$ cat config.mk
export PLATFORM = sky130hd
export DESIGN_NAME = mem_access
export DESIGN_NICKNAME = d
export VERILOG_FILES = /design/src/rtl/mem_access.sv
export SDC_FILE = /design/constraint.sdc
export NUM_CORES = 1
export LEC_CHECK = 0
export ABC_AREA = 1
export CORE_MARGIN = 2
export CORE_UTILIZATION = 35
export CTS_CLUSTER_DIAMETER = 60
export DETAILED_ROUTE_END_ITERATION = 10
export HOLD_SLACK_MARGIN = 0.02
export PLACE_DENSITY = 0.63
export SLEW_MARGIN = 20
export SYNTH_ARGS = -nofsm -noshare
export SYNTH_HDL_FRONTEND = slang
export SYNTH_SLANG_ARGS = --single-unit
$ cat constraint.sdc
create_clock -name clk -period 1.74 [get_ports clk]
set_input_delay 0.348 -clock clk [delete_from_list [all_inputs] [get_ports clk]]
set_output_delay 0.348 -clock clk [all_outputs]
set_load 0.02 [all_outputs]
$ cat src/rtl/mem_access.sv
// mem_access: memory-access stage, IDLE/REQ/WAIT FSM on a valid/ready bus with one outstanding access.
// Latency: non-memory ops 1 cycle; memory ops 1 + req_ready wait + response wait (bounded by TIMEOUT_CYCLES).
// Backpressure: busy holds upstream while an access is in flight; stall freezes the pass-through wb_* bank.
// Option: define MEM_MISALIGN_TRAP_EN to fault misaligned accesses instead of issuing them.
module mem_access #(
  parameter int unsigned TIMEOUT_CYCLES = 255
) (
  input  logic        clk,
  input  logic        rst_n,
  input  logic        clear,
  input  logic        stall,
  input  logic [63:0] pc,
  input  logic [4:0]  rd,
  input  logic [63:0] addr,
  input  logic [63:0] wdata,
  input  logic        load_op,
  input  logic        store_op,
  input  logic [1:0]  size,
  input  logic        sign_ext,
  output logic        req_valid,
  input  logic        req_ready,
  output logic        req_we,
  output logic [63:0] req_addr,
  output logic [63:0] req_wdata,
  output logic [7:0]  req_wstrb,
  input  logic        rsp_valid,
  input  logic [63:0] rsp_data,
  input  logic        rsp_err,
  output logic        busy,
  output logic        wb_en,
  output logic [63:0] wb_pc,
  output logic [4:0]  wb_rd,
  output logic [63:0] wb_data,
  output logic        fault_en,
  output logic [63:0] fault_addr
);

  // The counter only has to reach TIMEOUT_CYCLES-1 before the timeout fires.
  localparam int CNT_W = (TIMEOUT_CYCLES < 2) ? 1 : $clog2(TIMEOUT_CYCLES);

  typedef enum logic [1:0] {IDLE, REQ, WAIT} state_t;

  state_t           state, state_nxt;
  logic [CNT_W-1:0] wait_cnt;
  logic [63:0]      pc_q, addr_q;
  logic [4:0]       rd_q;
  logic [1:0]       size_q;
  logic             sext_q, store_q, kill_q;
  logic             mem_op, misalign, start, trap, timeout, ok_done, ok_tmo;
  logic [63:0]      rsp_shift, load_val;
  logic [15:0]      strb_full;

  assign mem_op    = load_op | store_op;
  assign start     = (state == IDLE) & mem_op & ~clear & ~misalign;
  assign trap      = (state == IDLE) & mem_op & ~clear & misalign;
  assign timeout   = (state == WAIT) & ~rsp_valid & (wait_cnt == CNT_W'(TIMEOUT_CYCLES - 1));
  // A clear seen at any point after the handshake (kill_q) or alongside the
  // response consumes the response silently.
  assign ok_done   = (state == WAIT) & rsp_valid & ~kill_q & ~clear;
  assign ok_tmo    = timeout & ~kill_q & ~clear;
  // Byte-enable mask is built 16 bits wide so a doubleword at a nonzero offset truncates cleanly.
  assign strb_full = ((16'd1 << (5'd1 << size)) - 16'd1) << addr[2:0];

`ifdef MEM_MISALIGN_TRAP_EN
  // Natural alignment test for the access size.
  always_comb begin
    misalign = 1'b0;
    case (size)
      2'd1:    misalign = addr[0];
      2'd2:    misalign = |addr[1:0];
      2'd3:    misalign = |addr[2:0];
      default: misalign = 1'b0;
    endcase
  end
`else
  assign misalign = 1'b0;
`endif

  // State register.
  always_ff @(posedge clk) begin
    if (rst_n) state <= IDLE;
    else       state <= state_nxt;
  end

  // Next state and busy; busy rises combinationally in the capture cycle so upstream holds at once.
  always_comb begin
    state_nxt = state;
    busy      = 1'b0;
    case (state)
      IDLE: begin
        busy = start;
        if (start) state_nxt = REQ;
      end
      REQ: begin
        busy = 1'b1;
        if (req_ready)  state_nxt = WAIT;
        else if (clear) state_nxt = IDLE;
      end
      WAIT: begin
        busy = 1'b1;
        if (rsp_valid || timeout) state_nxt = IDLE;
      end
      default: state_nxt = IDLE;
    endcase
    if (rst_n) busy = 1'b0;
  end

  // Bus request fields, loaded at capture and held until the handshake or an abandoning clear.
  always_ff @(posedge clk) begin
    if (rst_n) begin
      req_valid <= 1'b0;
      req_we    <= 1'b0;
      req_addr  <= '0;
      req_wdata <= '0;
      req_wstrb <= '0;
    end else if (start) begin
      req_valid <= 1'b1;
      req_we    <= store_op;
      req_addr  <= {addr[63:3], 3'b000};
      req_wdata <= store_op ? (wdata << {addr[2:0], 3'b000}) : '0;
      req_wstrb <= store_op ? strb_full[7:0] : '0;
    end else if (state == REQ && (req_ready || clear)) begin
      req_valid <= 1'b0;
    end
  end

  // Capture of the access context, plus the flag that kills an already-issued access.
  always_ff @(posedge clk) begin
    if (rst_n) begin
      pc_q    <= '0;
      addr_q  <= '0;
      rd_q    <= '0;
      size_q  <= '0;
      sext_q  <= 1'b0;
      store_q <= 1'b0;
      kill_q  <= 1'b0;
    end else if (start) begin
      pc_q    <= pc;
      addr_q  <= addr;
      rd_q    <= rd;
      size_q  <= size;
      sext_q  <= sign_ext;
      store_q <= store_op;
      kill_q  <= 1'b0;
    end else if ((state == REQ && req_ready && clear) || (state == WAIT && clear)) begin
      kill_q  <= 1'b1;
    end
  end

  // WAIT cycle counter, restarted on every handshake.
  always_ff @(posedge clk) begin
    if (rst_n)                           wait_cnt <= '0;
    else if (state == REQ && req_ready)  wait_cnt <= '0;
    else if (state == WAIT && !rsp_valid) wait_cnt <= wait_cnt + CNT_W'(1);
  end

  // Align the response lane to bit 0 and size/extend it.
  always_comb begin
    rsp_shift = rsp_data >> {addr_q[2:0], 3'b000};
    load_val  = rsp_shift;
    case (size_q)
      2'd0:    load_val = {{56{sext_q & rsp_shift[7]}},  rsp_shift[7:0]};
      2'd1:    load_val = {{48{sext_q & rsp_shift[15]}}, rsp_shift[15:0]};
      2'd2:    load_val = {{32{sext_q & rsp_shift[31]}}, rsp_shift[31:0]};
      default: load_val = rsp_shift;
    endcase
  end

  // Writeback and fault outputs. A memory completion always lands (the response
  // cannot be pushed back); otherwise stall holds the wb_* bank.
  always_ff @(posedge clk) begin
    if (rst_n) begin
      wb_en      <= 1'b0;
      wb_pc      <= '0;
      wb_rd      <= '0;
      wb_data    <= '0;
      fault_en   <= 1'b0;
      fault_addr <= '0;
    end else begin
      fault_en <= 1'b0;
      if (trap) begin
        fault_en   <= 1'b1;
        fault_addr <= addr;
      end
      if (ok_tmo || (ok_done && rsp_err)) begin
        fault_en   <= 1'b1;
        fault_addr <= addr_q;
      end
      if (ok_done && !rsp_err && !store_q && rd_q != 5'd0) begin
        wb_en   <= 1'b1;
        wb_pc   <= pc_q;
        wb_rd   <= rd_q;
        wb_data <= load_val;
      end else if (!stall) begin
        if (state == IDLE && !mem_op && !clear) begin
          wb_en   <= (rd != 5'd0);
          wb_pc   <= pc;
          wb_rd   <= rd;
          wb_data <= addr;
        end else begin
          wb_en <= 1'b0;
        end
      end
    end
  end

endmodule

==> reports/results.txt, run 1 <==
The ratio of total power to cell area is 1030 mW/mm², and the floorplan die area is 0.0592 mm². The type of the most critical hold path is input pin to flop. The average footprint of a synthesized cell works out to 6.93 µm². Launch point of the worst hold path: pc[5].

Summing every instance area after synthesis gives 0.0200 mm². The share of cells above drive strength 1 is 0.153. The analysis attributes to cell leakage a power of 14.2 nW.

TritonCTS built the clock tree. For the arrival time at the worst endpoint, the log shows 1.65 ns. The biggest area contributor in the post-synthesis netlist is sky130_fd_sc_hd__dfxtp_1. The number of synthesized flops with an enable pin was 0. In this run the remaining antenna-violating nets after routing total 0. Synthesis inferred 420 register bits. Tracing the worst setup path back leads to its startpoint at state[0]. After routing the design area is 0.0306 mm². The share of the clock period used by the worst path was 1.15; the total overflow reported by the global router was 0. The run gives 611 as the count of boundary I/O pins. Sorting the synthesized cells by area gives the leading types as sky130_fd_sc_hd__dfxtp_1, sky130_fd_sc_hd__nand2_1, sky130_fd_sc_hd__o21ai_0. The library cell with the highest instance count after synthesis was sky130_fd_sc_hd__nand2_1. The violation count after the first detailed-route iteration came out at 1528. The number of remaining DRC errors came out at 0. In the final layout, flip-flops and latches occupy 0.00841 mm². The count of distinct cell types in the synthesized netlist is 41.

The critical path launch point type was a flop. The worst setup path is captured at an output port. The checks that failed: negative setup slack.

The maximum clock insertion buffer count is 3, and the number of detailed-route iterations in the first pass is 5. For this block, the via count after detailed routing is 22400. The area occupied by multi-input gates is 0.00998 mm², and the latest clock arrival within the worst-skew pair is 0.61 ns. The minimum period implied by the final worst setup slack came out at 2.00 ns. The core region is 0.0565 mm². The effective utilization at floorplan was 0.355.

In this run the horizontal extent of the chip is 243 µm. Counting instances in the post-synthesis netlist gives the leading cell types as sky130_fd_sc_hd__nand2_1, sky130_fd_sc_hd__nor2_1, sky130_fd_sc_hd__dfxtp_1. Across the routed clock network, the largest skew measured is 0.0242 ns. Setup repair after global routing could not meet its margin everywhere. In this run the critical register-to-register path is launched from state[1]. For the floorplan row count, the log shows 87.

Derived from the worst setup path, the maximum achievable clock frequency is 0.500 GHz. Number of port buffers: 607. Entering global routing, the biggest net connects 125 pins.

STA puts the critical path data required time at 1.39 ns. The final worst slack came out at -0.258 ns. The overall global routing resource usage came out at 0.292.

The clock tree root driver cell is sky130_fd_sc_hd__clkbuf_16. The worst-case IR drop observed on VDD is 0.721 mV. In this run the worst path has a maximum fanout of 3. The Yosys step of the flow raised 0 warnings. For the pin with the worst max-slew slack, the measured transition is 0.575 ns. The number of global-route vias before repair was 21200; the height of the die was 243 µm. Post-DP HPWL: 65.8 mm. At the end of routability-driven placement, the weighted congestion stood at 0.986. The fraction of registers with async set/reset came out at 0. The layout has 5604 filler cells. Post-synthesis sequential area ratio: 0.420. The tools report the count of pins over their slew limit as 0. The layout-stage area growth over the synthesis result is 52.7%, and the number of levels in the clock H-tree is 2.

The logs give 18 for the initial antenna violation count and 133 mm for the wire length of the first global-routing pass. The average via count per standard cell works out to 5.12. The worst setup path is of the flop to output port kind. The tools report the routed wire length as 89.6 mm.

The tightest slew margin relative to the limit was 0.617. The number of failing hold endpoints at the final stage was 0; the clock transition at the registers of the reported paths was 0.06 ns. Setup violations remaining at the end of the flow were counted as 330.

The post-place instance area is 0.0280 mm², and the TritonCTS buffer count is 51. Clock tree synthesis found a total of 420 sinks. Max-cap violations in this run came to 0. Synthesis produced 2889 cells. The worst slack after detailed placement came out at -0.641 ns. In the final routed layout, each cell accounts on average for 20.5 µm. The portion of synthesized cell area occupied by the leading cell type is 0.420, and the number of nets in the layout is 3832. Most used flip-flop cell after synthesis: sky130_fd_sc_hd__dfxtp_1.

The run finished, with violations left.
sequential cells by signal, summed over array words and instances (netlist names), 5 cells and up:
register and flops:
wb_data 64, fault_addr 64, wb_pc 64, pc_q 64, wait_cnt 8, wb_rd 5
req_wdata 64, req_wstrb 8, rd_q 5, addr_q 64
through the flow:
step | total power, W | std cells | util | hold slack (ns) | setup TNS [ns]
CTS | 0.0315 | 4345 | 0.536 | 0.279 | -31.59
floorplan | 0.0162 | 2891 | - | 0.429 | 0
global route | 0.0329 | 4359 | 0.541 | 0.285 | -72.17
finish | 0.0314 | 4364 | 0.541 | 0.308 | -26.73
detailed placement | 0.0202 | 4224 | 0.496 | 0.447 | -195.02
global placement | 0.0201 | 4224 | 0.496 | 0.448 | -188.65
per-layer routing:
metal  vias up  wire length, µm  global-route usage
met5         -               80                   0
met4        12             3040              0.0965
met3       172             7260              0.0813
met2       789            43400               0.506
met1     10500            35700               0.345
li1      10900                -                   -
cell families after synthesis:
family,synth area share
flip-flops,0.420
AND/OR/NAND/NOR,0.262
other,0.000187
multiplexers,0.00700
buffers and inverters,0.0987
XOR/XNOR,0.00175
AO/OA/AOI/OAI,0.207
adder cells (fa/ha/maj),0.00375
path summary, 6_finish.rpt:
check,slack (ns),to,cells after the start
max,-0.26,busy,9
min,0.31,wb_pc[5],3
max reg2reg,-0.23,wb_pc[55],13
min reg2reg,0.45,pc_q[63],2
cells in the final DEF (no fill, tap or decap), types with 8 or more instances in the layout:
master                            count
sky130_fd_sc_hd__nand2_2             13
sky130_fd_sc_hd__clkbuf_16           53
sky130_fd_sc_hd__nand2_1            568
sky130_fd_sc_hd__a22oi_1             18
sky130_fd_sc_hd__clkbuf_8            12
sky130_fd_sc_hd__dfxtp_1            417
sky130_fd_sc_hd__nor2_2              13
sky130_fd_sc_hd__nor3_1               8
sky130_fd_sc_hd__nor2_4              11
sky130_fd_sc_hd__diode_2             14
sky130_fd_sc_hd__buf_6               13
sky130_fd_sc_hd__clkdlybuf4s15_1     10
sky130_fd_sc_hd__buf_4              213
sky130_fd_sc_hd__a21oi_1            253
sky130_fd_sc_hd__buf_12              54
sky130_fd_sc_hd__o211ai_1            27
sky130_fd_sc_hd__o21ai_2             24
sky130_fd_sc_hd__a32o_1              11
sky130_fd_sc_hd__clkdlybuf4s15_2     11
sky130_fd_sc_hd__o21ai_0            313
sky130_fd_sc_hd__mux2i_1             14
sky130_fd_sc_hd__clkinv_2             9
sky130_fd_sc_hd__dlygate4sd2_1      311
sky130_fd_sc_hd__inv_1               83
sky130_fd_sc_hd__clkdlybuf4s50_1    270
sky130_fd_sc_hd__or2_2               35
sky130_fd_sc_hd__nand4_1             36
sky130_fd_sc_hd__o21ai_1             95
sky130_fd_sc_hd__a31oi_1              8
sky130_fd_sc_hd__nand3_1            150
sky130_fd_sc_hd__a21oi_2             18
sky130_fd_sc_hd__nor2_1             420
critical path, stage by stage, from the launching register on:
cell and delay (ns):
sky130_fd_sc_hd__dfxtp_2 0.35, sky130_fd_sc_hd__inv_4 0.05, sky130_fd_sc_hd__ha_4 0.15, sky130_fd_sc_hd__inv_2 0.07, sky130_fd_sc_hd__nor2_4 0.04, sky130_fd_sc_hd__o21ai_4 0.08
sky130_fd_sc_hd__inv_4 0.05, sky130_fd_sc_hd__o21ai_2 0.11, sky130_fd_sc_hd__nor2_2 0.05, sky130_fd_sc_hd__buf_6 0.12
where the power goes:
| part | internal [W] | switching (W) |
|---|---|---|
| Clock | 0.00688 | 0.00457 |
| Combinational | 0.00355 | 0.00518 |
| Sequential | 0.0106 | 0.000653 |
| Total | 0.0210 | 0.0104 |
layout make-up:
type | instances | area share
well taps | 756 | 0.0309
clock buffers | 68 | 0.0477
clock inverters | 26 | 0.0116
multi-input cells | 2078 | 0.326
inverters | 99 | 0.0135
flip-flops and latches | 420 | 0.275
repair inverters | 1 | 0.000204
repair buffers | 902 | 0.294
diodes | 14 | 0.00115
repair_timing:
action                     in CTS  in global routing
pin swaps                      23                 19
setup endpoints to repair     729                445
hold buffers                    0                  0
gates cloned                   14                  2
buffers inserted               13                  4
gates resized for setup       500                104
Power figures use the tool's default switching activity.
==> inputs of run 2 (changes only) <==
HOLD_SLACK_MARGIN = not set   (was 0.02)
==> results of run 2 <==
Final layout, timing and power as in run 1 (identical DEF).
